[config.mk]
export PLATFORM = sky130hd
export DESIGN_NAME = eth_mdio_master_flat
export DESIGN_NICKNAME = d
export VERILOG_FILES = /design/src/rtl/eth_mdio_pkg.sv /design/src/rtl/eth_mdio_if.sv /design/src/rtl/eth_mdio_clkgen.sv /design/src/rtl/eth_mdio_master.sv /design/src/flat_wrapper.sv
export SDC_FILE = /design/constraint.sdc
export NUM_CORES = 1
export LEC_CHECK = 0
export ABC_AREA = 1
export ABC_CLOCK_PERIOD_IN_PS = 2200
export BUFFER_PORTS_ARGS = -buffer_cell sky130_fd_sc_hd__buf_4
export CORE_UTILIZATION = 40
export DETAILED_ROUTE_END_ITERATION = 8
export GPL_ROUTABILITY_DRIVEN = 0
export HOLD_SLACK_MARGIN = 0.06
export PLACE_DENSITY = 0.64
export SYNTH_ARGS = -nofsm -noshare
export SYNTH_HDL_FRONTEND = slang
export SYNTH_SLANG_ARGS = --single-unit
[constraint.sdc]
create_clock -name msoc_clk -period 2.2 [get_ports msoc_clk]
set_clock_uncertainty 0.15 [all_clocks]
set_input_delay 0.22 -clock msoc_clk [delete_from_list [all_inputs] [get_ports msoc_clk]]
set_output_delay 0.22 -clock msoc_clk [all_outputs]
set_load 0.01 [all_outputs]
[src/rtl/eth_mdio_pkg.sv]
// eth_mdio_pkg: shared types, frame constants and frame builder
// for the clause-22 MDIO management master.
package eth_mdio_pkg;

  typedef enum logic [2:0] {
    IDLE,
    PREAMBLE,
    HEADER,
    TA,
    DATA,
    DONE
  } state_t;

  localparam logic [1:0] MDIO_ST    = 2'b01;
  localparam logic [1:0] MDIO_OP_RD = 2'b10;
  localparam logic [1:0] MDIO_OP_WR = 2'b01;
  localparam logic [1:0] MDIO_TA_WR = 2'b10;

  localparam int HDR_BITS  = 14;
  localparam int DATA_BITS = 16;

  // {ST, OP, PHYAD, REGAD, TA, DATA}; TA/DATA are
  // never driven on a read, so their content is filler.
  function automatic logic [31:0] build_frame(
    input logic        wr,
    input logic [4:0]  phy,
    input logic [4:0]  reg_a,
    input logic [15:0] wd
  );
    logic [1:0]  op;
    logic [1:0]  ta;
    logic [15:0] dat;
    op  = wr ? MDIO_OP_WR : MDIO_OP_RD;
    ta  = wr ? MDIO_TA_WR : 2'b11;
    dat = wr ? wd : 16'hFFFF;
    return {MDIO_ST, op, phy, reg_a, ta, dat};
  endfunction

endpackage

[src/rtl/eth_mdio_if.sv]
// eth_mdio_if: request/response bundle of the MDIO master.
// master = requester side, slave = eth_mdio_master side.
interface eth_mdio_if;

  logic        req_valid;
  logic        req_ready;
  logic        req_write;
  logic [4:0]  req_phy_addr;
  logic [4:0]  req_reg_addr;
  logic [15:0] req_wdata;
  logic        abort;
  logic        rsp_valid;
  logic [15:0] rsp_rdata;
  logic        rsp_err;
  logic        busy;

  modport master (
    output req_valid,
    output req_write,
    output req_phy_addr,
    output req_reg_addr,
    output req_wdata,
    output abort,
    input  req_ready,
    input  rsp_valid,
    input  rsp_rdata,
    input  rsp_err,
    input  busy
  );

  modport slave (
    input  req_valid,
    input  req_write,
    input  req_phy_addr,
    input  req_reg_addr,
    input  req_wdata,
    input  abort,
    output req_ready,
    output rsp_valid,
    output rsp_rdata,
    output rsp_err,
    output busy
  );

endinterface

[src/rtl/eth_mdio_clkgen.sv]
// eth_mdio_clkgen: MDC divider. Ports: msoc_clk, rstn, restart,
// run in; mdc, fall_tick, sample_tick (last high cycle) out.
module eth_mdio_clkgen #(
  parameter int CLK_DIV = 10
) (
  input  logic msoc_clk,
  input  logic rstn,
  input  logic restart,
  input  logic run,
  output logic mdc,
  output logic fall_tick,
  output logic sample_tick
);

  localparam logic [7:0] DIV_LAST = 8'(CLK_DIV - 1);

  logic [7:0] cnt;
  logic       phase_end;

  assign phase_end = (cnt == DIV_LAST);

  always_ff @(posedge msoc_clk or negedge rstn) begin
    if (!rstn) begin
      cnt <= '0;
      mdc <= 1'b0;
    end else if (restart || !run) begin
      cnt <= '0;
      mdc <= 1'b0;
    end else if (phase_end) begin
      cnt <= '0;
      mdc <= ~mdc;
    end else begin
      cnt <= cnt + 8'd1;
    end
  end

  // MDC falls right after the last high cycle, which is
  // also where the synchronised input is sampled.
  assign sample_tick = run && mdc && phase_end;
  assign fall_tick   = sample_tick;

endmodule

[src/rtl/eth_mdio_master.sv]
// eth_mdio_master: clause-22 MDIO master. Ports: msoc_clk, rstn,
// bus (eth_mdio_if.slave), o_mdc, o_mdio, oe_mdio, i_mdio;
// no_preamble only with `define ETH_MDIO_PREAMBLE_SUPPRESS_EN.
module eth_mdio_master
  import eth_mdio_pkg::*;
#(
  parameter int CLK_DIV      = 10,
  parameter int PREAMBLE_LEN = 32
) (
  input  logic    msoc_clk,
  input  logic    rstn,
  eth_mdio_if.slave bus,
`ifdef ETH_MDIO_PREAMBLE_SUPPRESS_EN
  input  logic    no_preamble,
`endif
  output logic    o_mdc,
  output logic    o_mdio,
  output logic    oe_mdio,
  input  logic    i_mdio
);

  localparam logic [5:0] PRE_LAST = 6'(PREAMBLE_LEN - 1);
  localparam logic [5:0] HDR_LAST = 6'(HDR_BITS - 1);
  localparam logic [5:0] DAT_LAST = 6'(DATA_BITS - 1);

  state_t      state;
  logic [5:0]  bit_cnt;
  logic [31:0] sr;
  logic        wr_q;
  logic        err_flag;
  logic [14:0] rd_sh;
  logic        busy_q;
  logic        rsp_valid_q;
  logic [15:0] rsp_rdata_q;
  logic        rsp_err_q;
  logic        mdio_q;
  logic        oe_q;
  logic [1:0]  sync;
  logic        mdi;
  logic        accept;
  logic        active;
  logic        run;
  logic        last_bit;
  logic        fall_tick;
  logic        sample_tick;

  assign accept = bus.req_valid && bus.req_ready;
  assign active = state inside {PREAMBLE, HEADER, TA, DATA};
  assign run    = active && !bus.abort;
  assign mdi    = sync[1];

  assign bus.req_ready = (state == IDLE);
  assign bus.busy      = busy_q;
  assign bus.rsp_valid = rsp_valid_q;
  assign bus.rsp_rdata = rsp_rdata_q;
  assign bus.rsp_err   = rsp_err_q;
  assign o_mdio        = mdio_q;
  assign oe_mdio       = oe_q;

  eth_mdio_clkgen #(
    .CLK_DIV (CLK_DIV)
  ) u_clkgen (
    .msoc_clk    (msoc_clk),
    .rstn        (rstn),
    .restart     (accept),
    .run         (run),
    .mdc         (o_mdc),
    .fall_tick   (fall_tick),
    .sample_tick (sample_tick)
  );

  always_ff @(posedge msoc_clk or negedge rstn) begin
    if (!rstn) sync <= 2'b11;
    else       sync <= {sync[0], i_mdio};
  end

  always_comb begin
    last_bit = 1'b0;
    unique case (state)
      PREAMBLE: last_bit = (bit_cnt == PRE_LAST);
      HEADER:   last_bit = (bit_cnt == HDR_LAST);
      TA:       last_bit = (bit_cnt == 6'd1);
      DATA:     last_bit = (bit_cnt == DAT_LAST);
      default:  last_bit = 1'b0;
    endcase
  end

  always_ff @(posedge msoc_clk or negedge rstn) begin
    if (!rstn) begin
      state       <= IDLE;
      bit_cnt     <= '0;
      sr          <= '0;
      wr_q        <= 1'b0;
      err_flag    <= 1'b0;
      rd_sh       <= '0;
      busy_q      <= 1'b0;
      rsp_valid_q <= 1'b0;
      rsp_rdata_q <= '0;
      rsp_err_q   <= 1'b0;
      mdio_q      <= 1'b1;
      oe_q        <= 1'b0;
    end else begin
      rsp_valid_q <= 1'b0;
      unique case (state)
        IDLE: begin
          if (accept) begin
            sr <= build_frame(bus.req_write,
                              bus.req_phy_addr,
                              bus.req_reg_addr,
                              bus.req_wdata);
            wr_q     <= bus.req_write;
            err_flag <= 1'b0;
            rd_sh    <= '0;
            bit_cnt  <= '0;
            busy_q   <= 1'b1;
            oe_q     <= 1'b1;
`ifdef ETH_MDIO_PREAMBLE_SUPPRESS_EN
            if (no_preamble) begin
              state  <= HEADER;
              mdio_q <= MDIO_ST[1];
            end else
`endif
            begin
              state  <= PREAMBLE;
              mdio_q <= 1'b1;
            end
          end
        end
        DONE: begin
          state  <= IDLE;
          busy_q <= 1'b0;
        end
        default: begin
          if (bus.abort) begin
            state       <= DONE;
            oe_q        <= 1'b0;
            mdio_q      <= 1'b1;
            rsp_valid_q <= 1'b1;
            rsp_err_q   <= 1'b1;
            rsp_rdata_q <= '0;
          end else begin
            if (sample_tick && !wr_q) begin
              if (state == TA && bit_cnt == 6'd1)
                err_flag <= mdi;
              if (state == DATA)
                rd_sh <= {rd_sh[13:0], mdi};
            end
            if (fall_tick && last_bit) begin
              bit_cnt <= '0;
              unique case (state)
                PREAMBLE: begin
                  state  <= HEADER;
                  mdio_q <= sr[31];
                end
                HEADER, TA: begin
                  state  <= (state == HEADER) ? TA : DATA;
                  sr     <= sr << 1;
                  mdio_q <= wr_q ? sr[30] : 1'b1;
                  oe_q   <= wr_q;
                end
                default: begin
                  state       <= DONE;
                  mdio_q      <= 1'b1;
                  oe_q        <= 1'b0;
                  rsp_valid_q <= 1'b1;
                  rsp_err_q   <= wr_q ? 1'b0 : err_flag;
                  rsp_rdata_q <= wr_q ? 16'h0000
                                      : {rd_sh, mdi};
                end
              endcase
            end else if (fall_tick) begin
              bit_cnt <= bit_cnt + 6'd1;
              if (state != PREAMBLE) begin
                sr     <= sr << 1;
                mdio_q <= (state == HEADER || wr_q)
                          ? sr[30] : 1'b1;
              end
            end
          end
        end
      endcase
    end
  end

endmodule

[src/flat_wrapper.sv]
// flat-port wrapper written by rule: the top's interface ports become plain ports
module eth_mdio_master_flat import eth_mdio_pkg::*;
#(
  parameter int CLK_DIV      = 10,
  parameter int PREAMBLE_LEN = 32
)
  (msoc_clk, rstn, o_mdc, o_mdio, oe_mdio, i_mdio, bus_req_valid, bus_req_write, bus_req_phy_addr, bus_req_reg_addr, bus_req_wdata, bus_abort, bus_req_ready, bus_rsp_valid, bus_rsp_rdata, bus_rsp_err, bus_busy);
  eth_mdio_if bus_i ();
  input  logic msoc_clk;
  input  logic rstn;
  output logic o_mdc;
  output logic o_mdio;
  output logic oe_mdio;
  input  logic i_mdio;
  input wire logic [$bits(bus_i.req_valid)-1:0] bus_req_valid;
  input wire logic [$bits(bus_i.req_write)-1:0] bus_req_write;
  input wire logic [$bits(bus_i.req_phy_addr)-1:0] bus_req_phy_addr;
  input wire logic [$bits(bus_i.req_reg_addr)-1:0] bus_req_reg_addr;
  input wire logic [$bits(bus_i.req_wdata)-1:0] bus_req_wdata;
  input wire logic [$bits(bus_i.abort)-1:0] bus_abort;
  output wire logic [$bits(bus_i.req_ready)-1:0] bus_req_ready;
  output wire logic [$bits(bus_i.rsp_valid)-1:0] bus_rsp_valid;
  output wire logic [$bits(bus_i.rsp_rdata)-1:0] bus_rsp_rdata;
  output wire logic [$bits(bus_i.rsp_err)-1:0] bus_rsp_err;
  output wire logic [$bits(bus_i.busy)-1:0] bus_busy;
  assign bus_i.req_valid = bus_req_valid;
  assign bus_i.req_write = bus_req_write;
  assign bus_i.req_phy_addr = bus_req_phy_addr;
  assign bus_i.req_reg_addr = bus_req_reg_addr;
  assign bus_i.req_wdata = bus_req_wdata;
  assign bus_i.abort = bus_abort;
  assign bus_req_ready = bus_i.req_ready;
  assign bus_rsp_valid = bus_i.rsp_valid;
  assign bus_rsp_rdata = bus_i.rsp_rdata;
  assign bus_rsp_err = bus_i.rsp_err;
  assign bus_busy = bus_i.busy;
  eth_mdio_master #(.CLK_DIV(CLK_DIV), .PREAMBLE_LEN(PREAMBLE_LEN)) u_core (.msoc_clk(msoc_clk), .rstn(rstn), .bus(bus_i), .o_mdc(o_mdc), .o_mdio(o_mdio), .oe_mdio(oe_mdio), .i_mdio(i_mdio));
endmodule
# Yosys cells after proc, flatten, opt, wreduce, memory -nomap -nowiden
# Cells that the tools add are included.
# classes
n_addsub	2
multipliers	0
div	0
order_cmp	0
eq_ne	16
shifts	0
n_mux	62
bitwise_logic	3
reduce_logical	39
# ops
cell	count
two-way mux 32 bit	6
two-way mux 16 bit	5
case mux 32 bit (2 select lines)	1
two-way mux 15 bit	4
case mux 15 bit (2 select lines)	1
two-way mux 1 bit	24
two-way mux 6 bit	4
two-way mux 8 bit	2
nonzero test 4 bit	4
equality test 6 x 4 -> 1 bit (second input constant)	2
two-way mux 3 bit	4
case mux 1 bit (2 select lines)	6
case mux 3 bit (2 select lines)	2
case mux 6 bit (2 select lines)	1
AND reduction 4 bit	3
nonzero test 2 bit	6
AND reduction 5 bit	2
nonzero test 3 bit	3
adder 8 x 1 -> 8 bit (second input constant)	1
equality test 8 x 4 -> 1 bit (second input constant)	1
logical AND 1 bit	7
adder 6 x 1 -> 6 bit (second input constant)	1
equality test 3 x 2 -> 1 bit (second input constant)	2
equality test 3 bit (second input constant)	2
other kinds (18)	28
# word_totals
register_bits	90
latch_bits	0
ramBits	0
romBits	0
inputBits	32
word_cells	137
memories	0

# Depth between registers and ports, before layout
# Gate-level depths: netlist of the first run.
# depth
word_depth	9
mapped_depth	14

# Hierarchy
# Synthesis of the first run repeated with hierarchy kept, for this count alone.
# unflattened
cells_unflattened	536
hier_area_um2	4309.1
# by_module_without_submodules
module	n_inst	cells_per_inst	area_per_inst_um2
eth_mdio_master	1	470	3803.6
eth_mdio_clkgen	1	66	505.5

# Worst setup path after synthesis of the first run
# OpenSTA, ideal clock, no wires.
# synth_timing
path_type	register to register
startpoint	register u_core.state[2]
endpoint	register u_core.rsp_rdata_q[10], in the netlist u_core.bus.rsp_rdata[10]
setup_ps	130
arrival_time_ps	1705
required_ps	1920
slack_ps	215
path_stages_with_launch	15
n_path_buf	2
path_cell_list	dfrtp_1 buf_2 inv_2 nand3_1 nand2_1 inv_1 nor2_1 nand3_1 nand2_1 nand2_2 nand2_1 nand2_2 buf_2 nand2_1 o21ai_0
# synth_via
elab_chain_cells	8
word_cells_on_any_way	18
cone_classes	eq/ne (6); mux (1); bitwise (1); reduce/logical (10)
# synth_rtl
element	line	rtl
start: declaration	eth_mdio_master.sv:26	state_t state;
start signal: assignment	eth_mdio_master.sv:156	state <= (state == HEADER) ? TA : DATA;
equality test 3 x 1 -> 1 bit, or another cell as far along	eth_mdio_master.sv:48, eth_mdio_master.sv:79, eth_mdio_master.sv:150	
nonzero test 4 bit	eth_mdio_master.sv:48	assign active = state inside {PREAMBLE, HEADER, TA, DATA};
logical AND 1 bit	eth_mdio_master.sv:49	assign run = active && !bus.abort;
logical AND 1 bit (2 in series)	eth_mdio_clkgen.sv:39	assign sample_tick = run && mdc && phase_end;
logical AND 1 bit	eth_mdio_master.sv:148	if (fall_tick && last_bit) begin
nonzero test 2 bit (no line)	-	
AND reduction 3 bit (no line) (*)	-	
end signal: assignment	eth_mdio_master.sv:167	rsp_rdata_q <= wr_q ? 16'h0000
end: declaration	eth_mdio_master.sv:34	logic [15:0] rsp_rdata_q;
# Mark *: on every way between the ends. The rest lies on a longest branch, timed or not.
# A chain may end at the register's enable or synchronous reset.

# Worst setup path in the final report of the first run
# layout_timing
startpoint	register u_core.state[2]
endpoint	register u_core.rsp_err_q, in the netlist u_core.bus.rsp_err
# layout_via
elab_chain_cells	8
word_cells_on_any_way	18
cone_classes	eq/ne (6); mux (1); bitwise (1); reduce/logical (10)
# layout_rtl
element	line	rtl
equality test 3 x 1 -> 1 bit, or another cell as far along	eth_mdio_master.sv:48, eth_mdio_master.sv:79, eth_mdio_master.sv:150	
nonzero test 4 bit	eth_mdio_master.sv:48	
logical AND 1 bit	eth_mdio_master.sv:49	
logical AND 1 bit (2 in series)	eth_mdio_clkgen.sv:39	
logical AND 1 bit	eth_mdio_master.sv:148	
nonzero test 2 bit (no line)	-	
AND reduction 3 bit (no line) (*)	-	
end signal: assignment	eth_mdio_master.sv:166	rsp_err_q <= wr_q ? 1'b0 : err_flag;
end: declaration	eth_mdio_master.sv:35	logic rsp_err_q;
# Marked as above.

==> summary.md, run 1 <==
| Metric | Value |
|---|---|
| Internal power | around 3.8 mW |
| Fin cells | 749 |
| Yosys reg bits | 90 |
| DRC viols | 0 |
| Post-synth top area share | 0.518 |
| Startpoint types | register |
| Reg clk slew, reported paths | 100 ps |
| Cell family contributing the most delay on the critical path | simple AND/OR/NAND/NOR gates |
| Fillers | 979 |
| Library cells used by synthesis | 28 |
| Total power | approximately 6.4 mW |
| Buf/Inv on CP | 2 |
| MaxCap Viol Count | 0 |
| # H-tree levels | 3 |
| Crit path DAT | ~2100 ps |
| Syn_area_per_cell | slightly above 8 µm² |
| Skew-Pair Late Insertion Delay | around 360 ps |
| Sequential share of power | 0.386 |
| Drt wl/cell | 12.0 µm |
| Worst path cell trace | buf_4 > nor2_2 > nand3_1 > nand3_1 > nand3_1 > nand2_2 > nand2_4 > nand2_2 > nand2_2 > buf_12 > nand2_1 > o21ai_0 |
| Final setup vio count | 0 |
| Delay of the slowest cell on the worst path | approximately 430 ps |
| Vias/cell | 4.87 |
| Iteration-0 DRC Markers | roughly 210 |
| Req. time, crit path | ~2300 ps |
| Count leader, synth | nand2_1 |
| Seq/Total Area, Yosys | 0.536 |
| Run status | completed |
| Diode count | 0 |
| Initial antenna violation count | 0 |
| Top post-synthesis cells by count | nand2_1, dfrtp_1, o21ai_1 |
| Syn_nets | approximately 550 |
| Slew Viols, Final | 0 |
| Critical Setup Path Class | reg -> reg |
| Ys flop type | dfrtp_1 |
| Gate power share | 0.424 |
| Die height | between 100 and 150 µm |
| Number of flops mapped to enable cells by yosys | 0 |
| Vias | roughly 3600 |
| P&R area growth vs syn | 30.6% |
| Total CTS buffers | 9 |
| Ys Warns | 0 |
| Worst Hold Class | in -> async |
| Setup crit end kind | register |
| Clock power frac | 0.190 |
| Pin count of the biggest net entering global routing | 46 |
| GRT Total Usage | 0.174 |
| Clock sinks | 90 |
| Pre-Repair DR Iteration Count | 5 |
| Power Density | roughly 1200 mW/mm² |
| Post-DP HPWL | between 6 and 7 mm |
| Final wirelength | around 9.0 mm |
| Vias in the first global route | ~3400 |
| Post-Synthesis Cells | a little over 500 |
| Share of post-route cells with drive strength above 1 | 0.196 |
| Initial Utilization | 0.409 |
| DIE WIDTH | around 100 µm |
| Clock Root Buffer | clkbuf_8 |
| FP Rows | 37 |
| Die area | approximately 0.011 mm² |
| Placed Cells | roughly 700 |
| CTS tree | done |
| Max_slew headroom | 0.654 |
| Post-route ant nets | 0 |
| Area leader, netlist | dfrtp_1 |
| RSZ-0062 raised after global routing | no |
| Async S/R FF share, synth | 1.00 |
| Maximum vdd drop | approximately 0.7 mV |
| TNS Setup | 0 ps |
| Period utilisation layout | 0.932 |
| Clock buffer depth | 2 |
| Largest cells by area after synthesis | dfrtp_1, nand2_1, o21ai_1 |
| Shortest clock period the worst path allows after layout | 2050 ps |
| Leak Pwr | around 2.6 nW |
| I/O pin count | between 50 and 60 |
| GR Overflow Total | 0 |
| Psw | 2.58 mW |
| Worst Tran Pin Value | ~520 ps |
| Critical Path Fanout Max | 35 |
| Number of port buffers | between 50 and 60 |
| First-pass GRT wire length | 15.4 mm |
| Core Box Area | roughly 0.010 mm² |
| Hold Violations, Final | 0 |
| Fmax achieved | 0.488 GHz |
| Final net count | ~640 |
| Sw Share | 0.405 |
| Slowest stage cell, crit path | dfrtp_1 |
| Synth Cell Area | around 0.0042 mm² |
-- state kept, by name (all words and copies together), names as in the netlist, 2 cells and up --
register              cells
u_core.bit_cnt            6
u_core.bus.rsp_rdata     16
u_core.rd_sh             15
u_core.sr                32
u_core.state              3
u_core.sync               2
u_core.u_clkgen.cnt       8
-- worst reg2reg max path, delay by kind of cell, from the launching register on --
family | cells | cell delay [ps]
buffers and inverters | 2 | 330
DFF | 1 | 430
and+or+nand+nor | 9 | 950
AOI/OAI and AO/OA | 1 | 70
-- per-stage QoR --
stage          hold WS [ps]  worst slack (ps)   util  cell area [µm²]
2_1_floorplan          -226               215      -             4210
3_3_place_gp          -34.0               109  0.471             4840
3_5_place_dp          -30.9              31.3  0.471             4840
4_1_cts                 101              44.2  0.522             5370
5_1_grt                 110              11.4  0.534             5490
6_report                117               149  0.534             5490
-- final timing paths --
| check | from | endpoint | slack (ps) | cells past startpoint |
|---|---|---|---|---|
| worst max-delay path | u_core.state[2] | u_core.bus.rsp_err | 150 | 12 |
| worst min-delay path | rstn | u_core.bus.rsp_valid | 120 | 2 |
| worst max register to register | u_core.state[2] | u_core.bus.rsp_err | 150 | 12 |
| worst min register to register | u_core.sync[0] | u_core.sync[1] | 210 | 0 |
| max in group asynchronous | rstn | u_core.o_mdio | 1100 | 3 |
| min in group msoc_clk | u_core.sync[0] | u_core.sync[1] | 210 | 0 |
-- placed cells by master, fill, tap and decap left out, types with 5 or more instances in the layout --
cell           instances
o22ai_1               15
nand2_2                5
nor2_1                22
inv_1                 25
nor3_1                 6
nand2_1              184
dfrtp_1               87
nand3_1               31
buf_4                 71
dlygate4sd3_1         31
o21ai_1               34
o21ai_0               33
clkbuf_8               9
a21oi_1                7
xor2_1                 6
-- final cells by class --
cell class	instances	area (µm²)	share of cell area
Sequential cell	90	2260	0.411
Timing Repair Buffer	108	960	0.175
Multi-Input combinational cell	370	1770	0.323
Tap cell	136	170	0.0310
Clock buffer	9	124	0.0226
Clock inverter	7	95.1	0.0173
Inverter	29	114	0.0207
-- metal layers --
layer  global-route usage  routed length, µm
met2                0.289               4280
met4               0.0684                141
met5                    0                  0
met1                0.224               4220
met3               0.0324                332
-- cell families (layout without fill, tap and decap cells) --
kind of cell	count (synthesis)	after routing	synth area share
AO/OA/AOI/OAI	95	95	0.122
XOR/XNOR	6	6	0.0125
adder cells (fa/ha/maj)	4	4	0.0119
buffers and inverters	51	153	0.0521
flip-flops	90	90	0.536
AND/OR/NAND/NOR	265	265	0.265
-- timing repair --
item,CTS,global route
setup buffers,0,7
endpoints found under the setup margin,0,63
endpoints found under the hold margin,118,0
gates resized for setup,0,13
hold buffers,31,0
-- power by group through the flow --
stage | clock [mW] | sequential (mW) | combinational [mW]
after floorplan | 0 | 2.42 | 1.79
after global placement | 0 | 2.46 | 2.45
after detailed placement | 0 | 2.48 | 2.51
after CTS | 1.25 | 2.45 | 2.56
after global routing | 1.32 | 2.52 | 3.06
final | 1.21 | 2.46 | 2.70
Note: power is estimated with default switching activity, not from simulation.
==> inputs of run 2 (changes only) <==
--- a/config.mk
+++ b/config.mk
@@ -7,7 +7,7 @@
 export LEC_CHECK = 0
 export ABC_AREA = 1
 export ABC_CLOCK_PERIOD_IN_PS = 2200
-export BUFFER_PORTS_ARGS = -buffer_cell sky130_fd_sc_hd__buf_4
+export BUFFER_PORTS_ARGS = -buffer_cell sky130_fd_sc_hd__buf_2
 export CORE_UTILIZATION = 40
 export DETAILED_ROUTE_END_ITERATION = 8
 export GPL_ROUTABILITY_DRIVEN = 0
==> run 2 against run 1 <==
Compared with the run above: cell area decreased by 0.96%; power up 3.1%; largest cell class unchanged; non-clock buffer count rose by 5; highest routed layer unchanged; routed wire length up 3.6%; largest power group unchanged; die area unchanged.
==> summary.md, run 2 (same netlist as run 1, synthesis figures left out) <==
| Metric | Value |
|---|---|
| Run status | completed |
| Most frequent cells in the layout | nand2_1, dfrtp_1, buf_2 |
| Setup crit end kind | register |
| Worst Tran Pin Value | between 400 and 500 ps |
| Initial antenna violation count | 0 |
| Pre-Repair DR Iteration Count | 4 |
| Slack of the critical path | roughly 88 ps |
| Critical Setup Path Class | reg -> reg |
| Die area | 0.0109 mm² |
| Sequential share of power | 0.374 |
| Power Density | 1210 mW/mm² |
| Final wirelength | just over 9 mm |
| Pre-CTS setup slack | 49.1 ps |
| Maximum vdd drop | roughly 0.64 mV |
| Req. time, crit path | between 2000 and 2500 ps |
| I/O pin count | 55 |
| Psw | approximately 2.6 mW |
| Internal power | a little under 4 mW |
| Post-DP HPWL | around 6.1 mm |
| Dpl cell area | around 0.0047 mm² |
| Core Box Area | 0.0103 mm² |
| Buf/Inv on CP | 3 |
| GRT Total Usage | 0.177 |
| Shortest clock period the worst path allows after layout | ~2100 ps |
| Leak Pwr | roughly 2.6 nW |
| Crit path DAT | about 2200 ps |
| Skew-Pair Late Insertion Delay | 350 ps |
| Initial Utilization | 0.409 |
| GR Overflow Total | 0 |
| Clock sinks | 90 |
| Number of port buffers | 54 |
| Worst path cell trace | nor2_4 > buf_4 > o21ai_4 > nor2_4 > buf_4 > o21ai_4 > nor2_4 > nand2_8 > buf_4 > nand2_1 > o21ai_1 |
| Period utilisation layout | 0.960 |
| Drt wl/cell | 12.3 µm |
| DIE WIDTH | 105 µm |
| Die height | approximately 100 µm |
| Clock power frac | 0.195 |
| Commonest non-fill, non-tap cell in the layout | nand2_1 |
| Max_slew headroom | 0.672 |
| Total power | approximately 6.6 mW |
| Top reg by flops | u_core.sr |
| Slowest stage cell, crit path | dfrtp_1 |
| Sw Share | 0.395 |
| Gate power share | 0.432 |
| Vias | 3656 |
| Hold Violations, Final | 0 |
| Fin area | about 0.0054 mm² |
| Delay of the slowest cell on the worst path | ~440 ps |
| Slew Viols, Final | 0 |
| Clock Root Buffer | clkbuf_8 |
| Final setup vio count | 0 |
| First-pass GRT wire length | between 15 and 20 mm |
| CTS tree | done |
| # H-tree levels | 3 |
| Reg clk slew, reported paths | 80 ps |
| Iteration-0 DRC Markers | 270 |
| DRC viols | 0 |
| Fmax achieved | about 0.47 GHz |
| Vias in the first global route | 3429 |
| Total CTS buffers | 9 |
| Cell family contributing the most delay on the critical path | simple AND/OR/NAND/NOR gates |
| Pin count of the biggest net entering global routing | 43 |
| Post-route ant nets | 0 |
| Final net count | roughly 650 |
| Worst Hold Class | in -> reg |
| FP Rows | 37 |
| Startpoint types | register |
| Vias/cell | around 4.8 |
| Critical Path Fanout Max | 10 |
| Clock buffer depth | 2 |
| Largest register FFs | 32 |
| MaxCap Viol Count | 0 |
| Share of post-route cells with drive strength above 1 | 0.210 |
| Diode count | 0 |
| P&R area growth vs syn | 29.3% |
run 2: area by class of cell:
type | count | area (µm²)
fillers | 988 | 4840
flip-flops and latches | 90 | 2260
multi-input cells | 370 | 1800
repair buffers | 113 | 861
well taps | 136 | 170
clock buffers | 10 | 138
inverters | 29 | 118
clock inverters | 6 | 95.1
run 2: stage by stage:
step	TNS, ps	instances	hold WS [ps]	utilization
after floorplan	0	511	-226	-
after global placement	0	696	33.9	0.459
after detailed placement	0	696	35.7	0.459
after CTS	0	740	65.3	0.509
after global routing	-167	754	79.6	0.529
final	0	754	58.0	0.529
run 2: worst register-to-register path, delay by kind of cell, from the launching register on:
kind / cells / cell delay [ps]
buffers and inverters: 3 / 500
flip-flops: 1 / 440
AO/OA/AOI/OAI: 3 / 200
AND/OR/NAND/NOR: 5 / 710
run 2: worst paths after layout:
kind	from	endpoint	slack, ps	depth (start not counted)
max	u_core.state[0]	u_core.sr[30]	90	11
min	bus_req_write	u_core.wr_q	60	3
max reg2reg	u_core.state[0]	u_core.sr[30]	90	11
min reg2reg	u_core.sync[0]	u_core.sync[1]	210	0
max in group asynchronous	rstn	u_core.o_mdio	1040	3
min in group asynchronous	rstn	u_core.bus.rsp_rdata[8]	190	2
run 2: power by group through the flow:
stage / clock network, mW / registers, mW / logic, mW
2_1_floorplan: 0 / 2.42 / 1.79
3_3_place_gp: 0 / 2.47 / 2.42
3_5_place_dp: 0 / 2.48 / 2.48
4_1_cts: 1.32 / 2.45 / 2.52
5_1_grt: 1.38 / 2.51 / 3.20
6_report: 1.28 / 2.45 / 2.83
run 2: layer usage:
metal | part of all wire | global-route usage | wire length, µm | vias up
met4 | 0.014 | 0.0622 | 130 | 0
met2 | 0.48 | 0.294 | 4510 | 93
met5 | 0 | 0 | 0 | -
met3 | 0.042 | 0.0374 | 387 | 10
li1 | - | - | - | 1867
met1 | 0.46 | 0.227 | 4270 | 1686
run 2: what timing repair did:
item	CTS	global route
endpoints found under the hold margin	97	0
gates resized for setup	0	19
endpoints found under the setup margin	0	66
hold buffers	28	0
buffers inserted	0	13
